`config.mk`:
```
export PLATFORM = sky130hd
export DESIGN_NAME = uart_frame_sender
export DESIGN_NICKNAME = d
export VERILOG_FILES = /design/src/rtl/uart_frame_pkg.sv /design/src/rtl/tx_byte_handshake.sv /design/src/rtl/uart_frame_sender.sv
export SDC_FILE = /design/constraint.sdc
export NUM_CORES = 1
export LEC_CHECK = 0
export BUFFER_PORTS_ARGS = -buffer_cell sky130_fd_sc_hd__buf_4
export CAP_MARGIN = 20
export CORE_ASPECT_RATIO = 2
export CORE_MARGIN = 10
export CORE_UTILIZATION = 61
export DETAILED_ROUTE_END_ITERATION = 6
export PLACE_DENSITY = 0.84
export SETUP_SLACK_MARGIN = 0.05
export SKIP_LAST_GASP = 1
export SYNTH_ARGS = -nofsm -noshare
export SYNTH_HDL_FRONTEND = slang
export SYNTH_SLANG_ARGS = --single-unit
```
`constraint.sdc`:
```
create_clock -name clk -period 3.65 [get_ports clk]
set_clock_uncertainty 0.1 [all_clocks]
set_input_delay 0.1825 -clock clk [delete_from_list [all_inputs] [get_ports clk]]
set_output_delay 0.1825 -clock clk [all_outputs]
set_load 0.02 [all_outputs]
```
`src/rtl/uart_frame_pkg.sv`:
```
// Shared types and constants for the framed UART packet sender.
// Used by uart_frame_sender and tx_byte_handshake.
package uart_frame_pkg;

    localparam int         LEN_W    = 16;
    localparam logic [7:0] HDR0_DEF = 8'hAA;
    localparam logic [7:0] HDR1_DEF = 8'h55;

    typedef enum logic [3:0] {
        IDLE,
        LOAD,
        ISSUE,
        WAIT_ACT,
        WAIT_DONE,
        WAIT_GAP,
        FETCH,
        CAPTURE,
        FINISH
    } state_t;

    // Which part of the frame the sequencer is currently emitting.
    typedef enum logic [1:0] {
        PH_HDR,
        PH_PAY,
        PH_CSUM
    } phase_t;

endpackage

```
`src/rtl/tx_byte_handshake.sv`:
```
// One-byte handshake with uart_tx: latch byte, issue dv when the transmitter is idle,
// then track active -> done -> fully idle before reporting the byte as sent.
module tx_byte_handshake
    import uart_frame_pkg::*;
(
    input  logic       clk,
    input  logic       reset,
    input  logic       i_load,
    input  logic [7:0] i_byte,
    input  logic       i_tx_active,
    input  logic       i_tx_done,
    output logic       o_byte_sent,
    output logic       o_tx_dv,
    output logic [7:0] o_tx_byte
);

    state_t     r_state;
    state_t     w_state_next;
    logic [7:0] r_byte;

    always_ff @(posedge clk) begin
        if (reset) begin
            r_state <= IDLE;
            r_byte  <= 8'h00;
        end else begin
            r_state <= w_state_next;
            if (i_load && (r_state == IDLE)) begin
                r_byte <= i_byte;
            end
        end
    end

    // uart_tx keeps done high for two cycles and drops dv outside its idle state,
    // so the gap state waits for both flags low before the next byte may go out.
    always_comb begin
        w_state_next = r_state;
        o_tx_dv      = 1'b0;
        o_byte_sent  = 1'b0;
        case (r_state)
            IDLE:      if (i_load) w_state_next = ISSUE;
            ISSUE: begin
                if (!i_tx_active && !i_tx_done) begin
                    o_tx_dv      = 1'b1;
                    w_state_next = WAIT_ACT;
                end
            end
            WAIT_ACT:  if (i_tx_active) w_state_next = WAIT_DONE;
            WAIT_DONE: if (i_tx_done) w_state_next = WAIT_GAP;
            WAIT_GAP: begin
                if (!i_tx_done && !i_tx_active) begin
                    o_byte_sent  = 1'b1;
                    w_state_next = IDLE;
                end
            end
            default:   w_state_next = IDLE;
        endcase
    end

    assign o_tx_byte = r_byte;

endmodule

```
`src/rtl/uart_frame_sender.sv`:
```
// Streams one framed packet (AA 55 LEN_HI LEN_LO payload [checksum]) per start request.
// Define UART_FRAME_CHECKSUM_EN to append the modulo-256 checksum byte.
module uart_frame_sender
    import uart_frame_pkg::*;
#(
    parameter int         PAYLOAD_LEN = 320,
    parameter logic [7:0] HDR0        = HDR0_DEF,
    parameter logic [7:0] HDR1        = HDR1_DEF
) (
    input  logic       clk,
    input  logic       reset,
    input  logic       i_start,
    input  logic       i_abort,
    output logic       o_busy,
    output logic       o_frame_done,
    output logic       o_aborted,
    output logic       o_stall,
    output logic       o_fifo_rd,
    input  logic [7:0] i_fifo_data,
    input  logic       i_fifo_empty,
    output logic       o_tx_dv,
    output logic [7:0] o_tx_byte,
    input  logic       i_tx_active,
    input  logic       i_tx_done
);

    localparam logic [LEN_W-1:0] LEN_VAL  = LEN_W'(PAYLOAD_LEN);
    localparam logic [LEN_W-1:0] LAST_IDX = LEN_W'(PAYLOAD_LEN - 1);

    state_t           r_state;
    state_t           w_state_next;
    phase_t           r_phase;
    logic [1:0]       r_hdr_idx;
    logic [LEN_W-1:0] r_pay_cnt;
    logic             r_abort;
    logic             w_abort;
    logic             w_load;
    logic [7:0]       w_load_byte;
    logic [7:0]       w_hdr_byte;
    logic [7:0]       w_seq_byte;
    logic             w_byte_sent;

    assign w_abort = r_abort | i_abort;
    assign o_busy  = (r_state != IDLE) && (r_state != FINISH);

    always_comb begin
        case (r_hdr_idx)
            2'd0:    w_hdr_byte = HDR0;
            2'd1:    w_hdr_byte = HDR1;
            2'd2:    w_hdr_byte = LEN_VAL[15:8];
            default: w_hdr_byte = LEN_VAL[7:0];
        endcase
    end

`ifdef UART_FRAME_CHECKSUM_EN
    logic [7:0] r_csum;

    // Sum covers LEN_HI, LEN_LO and every payload byte, not the sync bytes.
    always_ff @(posedge clk) begin
        if (reset) begin
            r_csum <= 8'h00;
        end else if ((r_state == IDLE) && i_start) begin
            r_csum <= 8'h00;
        end else if (w_load && ((r_state == CAPTURE) ||
                                ((r_phase == PH_HDR) && r_hdr_idx[1]))) begin
            r_csum <= r_csum + w_load_byte;
        end
    end

    assign w_seq_byte = (r_phase == PH_CSUM) ? r_csum : w_hdr_byte;
`else
    assign w_seq_byte = w_hdr_byte;
`endif

    always_ff @(posedge clk) begin
        if (reset) begin
            r_state <= IDLE;
        end else begin
            r_state <= w_state_next;
        end
    end

    // ISSUE stands for the whole handshake; the sub-module tracks the finer phases.
    always_comb begin
        w_state_next = r_state;
        w_load       = 1'b0;
        w_load_byte  = w_seq_byte;
        o_fifo_rd    = 1'b0;
        o_stall      = 1'b0;
        o_frame_done = 1'b0;
        o_aborted    = 1'b0;
        case (r_state)
            IDLE:    if (i_start) w_state_next = LOAD;
            LOAD: begin
                w_load       = 1'b1;
                w_state_next = ISSUE;
            end
            CAPTURE: begin
                w_load       = 1'b1;
                w_load_byte  = i_fifo_data;
                w_state_next = ISSUE;
            end
            ISSUE: begin
                if (w_byte_sent) begin
                    if (w_abort) begin
                        w_state_next = FINISH;
                    end else begin
                        case (r_phase)
                            PH_HDR:  w_state_next = (r_hdr_idx == 2'd3) ? FETCH : LOAD;
                            PH_PAY: begin
                                if (r_pay_cnt == LAST_IDX) begin
`ifdef UART_FRAME_CHECKSUM_EN
                                    w_state_next = LOAD;
`else
                                    w_state_next = FINISH;
`endif
                                end else begin
                                    w_state_next = FETCH;
                                end
                            end
                            default: w_state_next = FINISH;
                        endcase
                    end
                end
            end
            FETCH: begin
                if (w_abort) begin
                    w_state_next = FINISH;
                end else if (i_fifo_empty) begin
                    o_stall = 1'b1;
                end else begin
                    o_fifo_rd    = 1'b1;
                    w_state_next = CAPTURE;
                end
            end
            FINISH: begin
                o_aborted    = r_abort;
                o_frame_done = !r_abort;
                w_state_next = IDLE;
            end
            default: w_state_next = IDLE;
        endcase
    end

    always_ff @(posedge clk) begin
        if (reset) begin
            r_phase   <= PH_HDR;
            r_hdr_idx <= 2'd0;
            r_pay_cnt <= '0;
            r_abort   <= 1'b0;
        end else begin
            if (r_state == IDLE) begin
                if (i_start) begin
                    r_phase   <= PH_HDR;
                    r_hdr_idx <= 2'd0;
                    r_pay_cnt <= '0;
                    r_abort   <= 1'b0;
                end
            end else if (r_state != FINISH) begin
                r_abort <= w_abort;
            end
            if ((r_state == ISSUE) && w_byte_sent) begin
                case (r_phase)
                    PH_HDR: begin
                        if (r_hdr_idx == 2'd3) r_phase <= PH_PAY;
                        else                   r_hdr_idx <= r_hdr_idx + 2'd1;
                    end
                    PH_PAY: begin
                        if (r_pay_cnt == LAST_IDX) r_phase <= PH_CSUM;
                        else                       r_pay_cnt <= r_pay_cnt + LEN_W'(1);
                    end
                    default: ;
                endcase
            end
        end
    end

    tx_byte_handshake u_handshake (
        .clk         (clk),
        .reset       (reset),
        .i_load      (w_load),
        .i_byte      (w_load_byte),
        .i_tx_active (i_tx_active),
        .i_tx_done   (i_tx_done),
        .o_byte_sent (w_byte_sent),
        .o_tx_dv     (o_tx_dv),
        .o_tx_byte   (o_tx_byte)
    );

endmodule

```
==> reports/results.txt <==
gpl congestion - 0.887
initial core utilization - 62.6%
Vias - 2025
clk_lat worst skew - 0.28 ns
RSZ-0062 raised after global routing - false
pwr dens - 496 mW/mm^2
pre-CTS setup slack - 1.26 ns
Die X-Extent - 61.6 um
ANT nets after route - 0
first-pass iteration count of the detailed router - 4
CP max stage delay - 0.71 ns
antenna violations before repair - 0
gr usage total - 17.9%
worst-path cell chain - or3b_2 -> nor4_1 -> buf_4
Post-synth EDFFs - 0
antenna fix cells - 0
CTS sink count - 36
post-CTS sizing - 0
sequential fraction of the synthesis area - 34.1%
r2r setup slk - 1.24 ns
Site Rows - 30
Slew HR - 32.7%
asr flop ratio synth - 0%
drc violations - 0
Setup WS post-layout - 1.10 ns
DR vias/cell - 6.62
Hold Path Cell Cnt - 3
CTS tree - yes
Layout Utilization - 70.1%
clock buffer count from CTS - 5
worst hold start - i_abort
Clock transition at path regs - 0.07 ns
DP Area - 0.00228 mm^2
drt wl/cell - 17.2 um
total power - 1.17 mW
Die ar. - 0.00636 mm^2
Post-Synthesis Cells - 256
Tmin final - 2.55 ns
setup violators final - 0
Area contributors post-synth - dfxtp_1, mux2i_1, nand2b_1
Post-Syn Nets - 275
fill count - 286
Slowest cell on crit path - nor4_1
Slew @ Worst Pin - 1.01 ns
main flop type after synthesis - dfxtp_1
worst hold slack - 0.0933 ns
top-level I/O count - 29
Mean Syn Cell Area - 8.26 um^2
final hold viol count - 0
H-tree levels - 2
core area - 0.00338 mm^2
Synth-to-Final Area Change - 12.0%
setup TNS - 0 ns
die height - 103 um
post-synth top area share - 34.1%
initial drt markers - 68
Hold Buf Count CTS - 0
Worst Hold Path EP - r_abort
CTS max path bufs - 2
gr ovfl total - 0
share of cells above drive strength 1 - 14.6%
FF-to-FF End - r_pay_cnt[6]
required time worst endpoint - 3.37 ns
cell area after layout - 0.00237 mm^2
dpl cells - 298
critical path class - flip-flop to primary output
reg2reg start - r_state[1]
max-cap violations - 0
Post-Layout Cell Count - 306
Slew Limit Fails - 0
setup bufs post-CTS - 0
Peak VDD IR - 0.444 mV
vias in the first global route - 1984
P_leak - 0.805 nW
largest net degree at the start of global routing - 25
Reg2Reg Depth - 4
Worst Setup End Kind - primary output
I/O Buffers - 28
status - finished, final reports clean
synth warn - 0
Hold Path Class - input pin to flip-flop
Unique masters post-synth - 44
first-pass GRT wire length - 8.96 mm
Routed Wire Length - 5.25 mm
FF+latch count, synth - 36
mapped cell area - 0.00211 mm^2
Max Fclk - 392 MHz
Worst EP arrival - 2.27 ns
crit share post-route - 69.8%
Root Buffer - clkbuf_8
Worst Path Max Fanout - 8
critical path launch point type - flip-flop
cell taking the most area after synthesis - dfxtp_1
HPWL after detailed placement - 4.00 mm
nets@finish - 292
## critical path, delay by kind of cell (launching register included)
family,cells,cell delay (ns)
and+or+nand+nor,2,1.23
DFF,1,0.48
buffers and inverters,1,0.27
## how the worst max path moves through the flow
stage	start	endpoint	slack, ns
global placement	r_state[2]	r_pay_cnt[6]	1.29
CTS	r_state[1]	o_stall	1.19
floorplan	r_state[1]	r_state[2]	1.34
finish	r_state[1]	o_stall	1.10
global route	r_state[1]	o_stall	1.13
detailed placement	r_state[2]	r_pay_cnt[6]	1.26
## layout by cell type, fill, tap and decap left out, types with 2 or more instances in the layout
cell type  Yosys  final
a211oi_1      10     10
a21oi_1       17     17
a22oi_1        4      4
and3_1         4      4
and4_1         4      4
and4b_1        3      3
buf_4          1     28
clkbuf_1      11      2
clkbuf_8       0      6
dfxtp_1       36     36
ha_1           4      4
inv_1          7      7
mux2i_1       15     15
nand2_1       20     20
nand2b_1      14     14
nand3_1        9      9
nand4_1        4      4
nor2_1        17     17
nor2b_1        5      5
nor3_1         6      6
nor3b_1        2      2
nor4_1         9      9
nor4b_1        2      2
o211ai_1       2      2
o21ai_0        9      9
o311ai_0       3      3
o31ai_1        8      8
or3b_2         2      2
or4_1          9      9
## layer usage
metal | vias to the layer above | GRT usage (%) | share of wire (%)
met5 | - | 0 | 0
met1 | 944 | 16.2 | 34
li1 | 1005 | - | -
met3 | 17 | 4.03 | 4.5
met4 | 0 | 8.82 | 3.6
met2 | 59 | 34.6 | 58
## synthesized netlist by cell type (2+ instances only)
cell type,instances
a211oi_1,10
a21oi_1,17
a22oi_1,4
and3_1,4
and4_1,4
and4b_1,3
buf_1,3
buf_6,2
clkbuf_1,11
dfxtp_1,36
ha_1,4
inv_1,7
mux2i_1,15
nand2_1,20
nand2b_1,14
nand3_1,9
nand4_1,4
nor2_1,17
nor2b_1,5
nor3_1,6
nor3b_1,2
nor4_1,9
nor4b_1,2
o211ai_1,2
o21ai_0,9
o311ai_0,3
o31ai_1,8
or3b_2,2
or4_1,9
## flip-flops by register name, indices dropped and copies added (netlist names)
signal / cells
u_handshake.r_state: 3
r_hdr_idx: 2
r_abort: 1
r_pay_cnt: 16
r_phase: 2
r_state: 4
u_handshake.o_tx_byte: 8
## logic make-up after synthesis
group	count (synthesis)	share of synthesized area (%)
DFF	36	34.1
and+or+nand+nor	116	32.3
adders and majority gates	4	2.37
muxes	15	7.10
buffers and inverters	25	5.38
xor gates and xnor gates	1	0.414
AOI/OAI and AO/OA	59	18.3
## where the power goes
part	total, mW	switching (mW)	internal [mW]	leakage (nW)
Sequential	0.498	0.0543	0.444	0.292
Clock	0.289	0.135	0.154	0.0455
Combinational	0.386	0.229	0.157	0.468
## cell type report
type | instances | area [um^2] | area share (%)
flip-flops and latches | 36 | 721 | 30.4
inverters | 7 | 26.3 | 1.11
multi-input cells | 195 | 1280 | 54.1
clock buffers | 8 | 90.1 | 3.81
repair buffers | 28 | 210 | 8.88
well taps | 32 | 40.0 | 1.69
No activity file was read; power rests on OpenSTA's default activity.
